===== config.mk =====
export PLATFORM = sky130hd
export DESIGN_NAME = vid_line_fetch
export DESIGN_NICKNAME = d
export VERILOG_FILES = /design/src/rtl/vid_line_fetch.sv
export SDC_FILE = /design/constraint.sdc
export NUM_CORES = 1
export LEC_CHECK = 0
export ABC_AREA = 1
export CORE_MARGIN = 3
export CORE_UTILIZATION = 53
export DETAILED_ROUTE_END_ITERATION = 16
export PLACE_DENSITY = 0.77
export SLEW_MARGIN = 20
export SYNTH_ARGS = -nofsm -noshare
export SYNTH_HDL_FRONTEND = slang
export SYNTH_SLANG_ARGS = --single-unit

===== constraint.sdc =====
create_clock -name clk -period 2.4 [get_ports clk]
set_input_delay 0.48 -clock clk [delete_from_list [all_inputs] [get_ports clk]]
set_output_delay 0.48 -clock clk [all_outputs]
set_load 0.01 [all_outputs]

===== src/rtl/vid_line_fetch.sv =====
// vid_line_fetch: streams a run of bytes from one RAM read port into a show-ahead FIFO
// and presents them to the pixel pipeline over valid/ready.
// Optional feature: define VID_LINE_FETCH_STRIDE_EN to add a per-line address stride input.
module vid_line_fetch #(
  parameter int unsigned DEPTH = 16
) (
  input  logic        clk,
  input  logic        reset,
  input  logic        start,
  input  logic [15:0] base_addr,
  input  logic [7:0]  len,
`ifdef VID_LINE_FETCH_STRIDE_EN
  input  logic [7:0]  stride,
`endif
  input  logic        mem_grant,
  output logic [15:0] mem_addr,
  output logic        mem_wena,
  input  logic [7:0]  mem_data,
  output logic [7:0]  out_data,
  output logic        out_valid,
  input  logic        out_ready,
  output logic        busy,
  output logic        done
);

  localparam int unsigned PtrW = $clog2(DEPTH);
  localparam int unsigned CntW = PtrW + 1;

  typedef enum logic [1:0] {StIdle, StFetch, StDrain} state_e;

  state_e state_q, state_d;

  logic [7:0]      fifo_q [DEPTH];
  logic [PtrW-1:0] rd_ptr_q, rd_ptr_d;
  logic [PtrW-1:0] wr_ptr_q, wr_ptr_d;
  logic [CntW-1:0] count_q, count_d;
  logic [15:0]     mem_addr_q;
  logic [8:0]      remaining_q;
  logic [7:0]      out_data_q, head_d;
  logic            out_valid_q;
  logic            busy_q;
  logic            done_q;
  logic [15:0]     step;

  logic load, push, pop, finish, full;

`ifdef VID_LINE_FETCH_STRIDE_EN
  logic [7:0] stride_q;
  assign step = {8'h00, stride_q};
`else
  assign step = 16'd1;
`endif

  // Consumer handshake only steers FIFO control; every output below is a register.
  assign pop  = out_valid_q & out_ready;
  assign full = (count_q == CntW'(DEPTH));

  // State register.
  always_ff @(posedge clk) begin
    if (reset) begin
      state_q <= StIdle;
    end else begin
      state_q <= state_d;
    end
  end

  // Next-state logic.
  always_comb begin
    state_d = state_q;
    unique case (state_q)
      StIdle:  if (load) state_d = StFetch;
      StFetch: if (push && remaining_q == 9'd1) state_d = StDrain;
      StDrain: if (finish) state_d = StIdle;
      default: state_d = StIdle;
    endcase
  end

  // Control decode; push is refused when full even if a pop frees a slot this cycle.
  always_comb begin
    load   = (state_q == StIdle) && start;
    push   = (state_q == StFetch) && mem_grant && !full;
    finish = (state_q == StDrain) && pop && (count_q == CntW'(1));
  end

  // FIFO pointer/count update and the next show-ahead head byte.
  always_comb begin
    rd_ptr_d = pop  ? rd_ptr_q + PtrW'(1) : rd_ptr_q;
    wr_ptr_d = push ? wr_ptr_q + PtrW'(1) : wr_ptr_q;
    unique case ({push, pop})
      2'b10:   count_d = count_q + CntW'(1);
      2'b01:   count_d = count_q - CntW'(1);
      default: count_d = count_q;
    endcase
    // The new head may be the byte being written right now (empty FIFO, or last entry popped).
    if (count_d == '0) begin
      head_d = out_data_q;
    end else if (push && (rd_ptr_d == wr_ptr_q)) begin
      head_d = mem_data;
    end else begin
      head_d = fifo_q[rd_ptr_d];
    end
  end

  // FIFO storage; contents are meaningless while empty so no reset is needed.
  always_ff @(posedge clk) begin
    if (push) begin
      fifo_q[wr_ptr_q] <= mem_data;
    end
  end

  // Datapath and registered outputs.
  always_ff @(posedge clk) begin
    if (reset) begin
      rd_ptr_q    <= '0;
      wr_ptr_q    <= '0;
      count_q     <= '0;
      mem_addr_q  <= '0;
      remaining_q <= '0;
      out_data_q  <= '0;
      out_valid_q <= 1'b0;
      busy_q      <= 1'b0;
      done_q      <= 1'b0;
`ifdef VID_LINE_FETCH_STRIDE_EN
      stride_q    <= '0;
`endif
    end else begin
      rd_ptr_q    <= rd_ptr_d;
      wr_ptr_q    <= wr_ptr_d;
      count_q     <= count_d;
      out_data_q  <= head_d;
      out_valid_q <= (count_d != '0);
      done_q      <= finish;
      if (load) begin
        mem_addr_q  <= base_addr;
        remaining_q <= (len == 8'd0) ? 9'd256 : {1'b0, len};
        busy_q      <= 1'b1;
`ifdef VID_LINE_FETCH_STRIDE_EN
        stride_q    <= stride;
`endif
      end else begin
        if (push) begin
          mem_addr_q  <= mem_addr_q + step;
          remaining_q <= remaining_q - 9'd1;
        end
        if (finish) begin
          busy_q <= 1'b0;
        end
      end
    end
  end

  assign mem_addr  = mem_addr_q;
  assign mem_wena  = 1'b0;
  assign out_data  = out_data_q;
  assign out_valid = out_valid_q;
  assign busy      = busy_q;
  assign done      = done_q;

endmodule


==> flow_metrics.tcl <==
set metrics [dict create \
    critPathKind "flop to flop" \
    synth_edf_count 128 \
    slowest_delay_ns 0.31 \
    cp-startpoint "count_q[0]" \
    cts_sinks 179 \
    core_um2 15900 \
    numCtsBuffers 17 \
    synth_mux_area_share_pct 0 \
    hold_path_class "flop to flop" \
    p_leak_nw 4.34 \
    irDropWorstVdd_v 0.000574 \
    routed_wl_um 21700 \
    slew_headroom_pct 65.3 \
    arrival_ns 2.53 \
    setup_viol 0 \
    synthFlopType "edfxtp_1" \
    syn2layout_area_growth_pct 22.5 \
    critPathSlowestCell "dfxtp_1" \
    io_pins 65 \
    cp.required_ns 2.73 \
    ant_nets 0 \
    cap_violations 0 \
    crit_buf_inv 3 \
    drt-initial-drc-count 641 \
    cp-start-kind "flop" \
    cts_buffer_depth 2 \
    synth-seq-cells 179 \
    worst_pin_slew_ns 0.520 \
    worstSetupPathDepth 17 \
    critPathMaxFanout 9 \
    reg2regPathDepth 17 \
    drtPass1Iterations 7 \
    finalWorstSetupSlack_ns 0.204 \
    synthSimpleGateAreaFrac_pct 28.5 \
    fmax_ghz 0.455 \
    outcome "complete, no violations" \
    async_flop_share_pct 0 \
    ys_warn_count 0 \
    fp.dieH_um 134 \
    synth-compound-area-share_pct 4.32 \
    synth.most_common_cell "nand2_1" \
    synthAdderAreaFrac_pct 2.03 \
    h-tree-depth 4 \
    netlist.top_cell.by_area "edfxtp_1" \
    clkSlewWorstSetupHoldPaths_ns 0.08 \
    timing.rr.end "out_data[6]" \
    syn-cell-area_um2 8630 \
    drcViolationCount 0 \
    synth_area_leaders "edfxtp_1, dfxtp_1, nand3_1, nand2_1, nand3b_1" \
    first_global_vias 6757 \
    final_area_um2 10600 \
    syn_inst 947 \
    wire_per_inst_um 16.8 \
    synth_cell_types 38 \
    num_rows 46 \
    start_util_pct 54.3 \
    power_w 0.00852 \
    antenna_found_initial 0 \
    final.setup_skew_ns 0.0171 \
    pwr_density_cell_nw_per_um2 806 \
    rsz0062_at_grt "false" \
    drive_above_1_share_pct 13.0 \
    finalCriticalPeriod_ns 2.20 \
    netlist.area_leader.share_pct 44.5 \
    crit_path_end "out_data[6]" \
    yosys-top-cells-count "nand2_1, nand3_1, edfxtp_1" \
    grt-ovfl-total 0 \
    globalplace.congestion 0.866 \
    hpwl_um 14600 \
    postCtsHoldBufs 0 \
    die_w_um 134 \
    grt_first_pass_wirelength_um 35200 \
    end_kind "flop" \
    pre_cts_ws_ns -0.358 \
    place_area_um2 9970 \
    grt_max_degree 32 \
    viasPerCell 5.43 \
    fillers 1302 \
    synth_top_family_by_area "simple AND/OR/NAND/NOR gates" \
    synth-seq-area-share_pct 56.4 \
    vias 7013 \
    path_common_cell "nand2_1" \
    cts_tree "done" \
    clock_latency_ns 0.44 \
    finalCritPeriodShare_pct 91.5 \
    worst-r2r-setup-slack_ns 0.20 \
    crit_chain "inv_1, ha_1, nand3_1, nand2_1, buf_6, inv_2, ha_1, nand2_1, nand2_1, o21ai_2, nand2_1, a21oi_2, nand3_2, nand2_4, nor2_1, nand2_1, nand2_1" \
    postSynthAreaPerCell_um2 9.12 \
    syn_nets 998 \
    cts_root_buffer "clkbuf_16" \
    hold_viol 0 \
    port_buffers 63 \
    slew_violations 0 \
    r2r_start "count_q[0]" \
    synth_xor_area_share_pct 1.12 \
    path_delay_family "simple AND/OR/NAND/NOR gates" \
    grtUsageTotal_pct 25.2 \
    insertedDiodeCount 0 \
    dieArea_um2 17900 \
    final_nets 1114 \
]
cells in the final DEF, fill, tap and decap left out, drive strengths merged:
master	count
xnor2	2
nor4	1
clkbuf	17
o21bai	1
nand2	192
o21ai	21
a21boi	1
nor2	77
or2	4
a211oi	2
conb	1
edfxtp	128
nor3	13
nand3	165
o221ai	1
inv	127
clkinvlp	2
dfxtp	51
clkdlybuf4s50	63
a21oi	24
buf	76
a22o	1
o211ai	4
nand4	7
a31oi	8
clkinv	6
a2bb2oi	1
nand3b	57
ha	14
xor2	9
flip-flops by register name, indices dropped and copies added, names as in the netlist:
signal       cells
wr_ptr_q         4
remaining_q      9
out_valid        1
fifo_q         128
out_data         8
busy             1
mem_addr        16
state_q          2
done             1
rd_ptr_q         4
count_q          5
power breakdown:
group	internal, W	total (W)	leakage [nW]	switching, W
Combinational	0.000911	0.00225	2.49	0.00134
Clock	0.00137	0.00268	0.275	0.00131
Sequential	0.00345	0.00359	1.57	0.000137
Total	0.00574	0.00852	4.34	0.00278
timing repair:
item | 4_1_cts | 5_1_grt
setup buffers | 0 | 1
gates resized for setup | 2 | 6
endpoints found under the setup margin | 8 | 9
pin swaps | 0 | 1
metal layers:
layer | track usage [%] | routed length (um)
met1 | 33.2 | 9080
met2 | 42.2 | 10900
met3 | 4.19 | 1390
met4 | 9.31 | 406
met5 | 0 | 0
final cells by class:
type                            count  area (um^2)  share of cell area, %
Multi-Input combinational cell    606         3140                   29.7
Clock inverter                     15          141                   1.34
Sequential cell                   179         4860                   46.0
Clock buffer                       17          425                   4.02
Timing Repair Buffer              139         1280                   12.1
Inverter                          120          450                   4.26
Tap cell                          216          270                   2.56
how the worst min path moves through the flow:
| stage | startpoint | to | slack, ns | depth (start not counted) |
|---|---|---|---|---|
| after floorplan | remaining_q[1] | remaining_q[1] | 0.46 | 2 |
| after global placement | out_data[0] | out_data[0] | 0.45 | 2 |
| after detailed placement | out_data[5] | out_data[5] | 0.45 | 2 |
| after CTS | out_data[0] | out_data[0] | 0.47 | 2 |
| final | out_data[0] | out_data[0] | 0.47 | 2 |
| after global routing | busy | busy | 0.49 | 2 |
stage by stage:
| stage | setup TNS [ns] | util [%] | cells | hold slack, ns |
|---|---|---|---|---|
| floorplan | 0 | - | 947 | 0.457 |
| global placement | -9.55 | 62.8 | 1259 | 0.449 |
| detailed placement | -10.93 | 62.8 | 1259 | 0.452 |
| CTS | 0 | 66.4 | 1291 | 0.467 |
| global route | 0 | 66.6 | 1292 | 0.494 |
| finish | 0 | 66.6 | 1292 | 0.467 |
kinds of logic (layout without fill, tap and decap cells):
| group | Yosys count | count (layout) |
|---|---|---|
| AND/OR/NAND/NOR | 516 | 516 |
| flip-flops | 179 | 179 |
| buffers and inverters | 162 | 291 |
| AO/OA/AOI/OAI | 64 | 64 |
| adder cells (fa/ha/maj) | 14 | 14 |
| XOR/XNOR | 11 | 11 |
| other | 1 | 1 |
tightest hold or removal path: stages (launching register included):
cell and delay [ns]:
dfxtp_1 0.31, nand2_1 0.06, nand2_1 0.05
No activity file was read; power rests on OpenSTA's default activity.
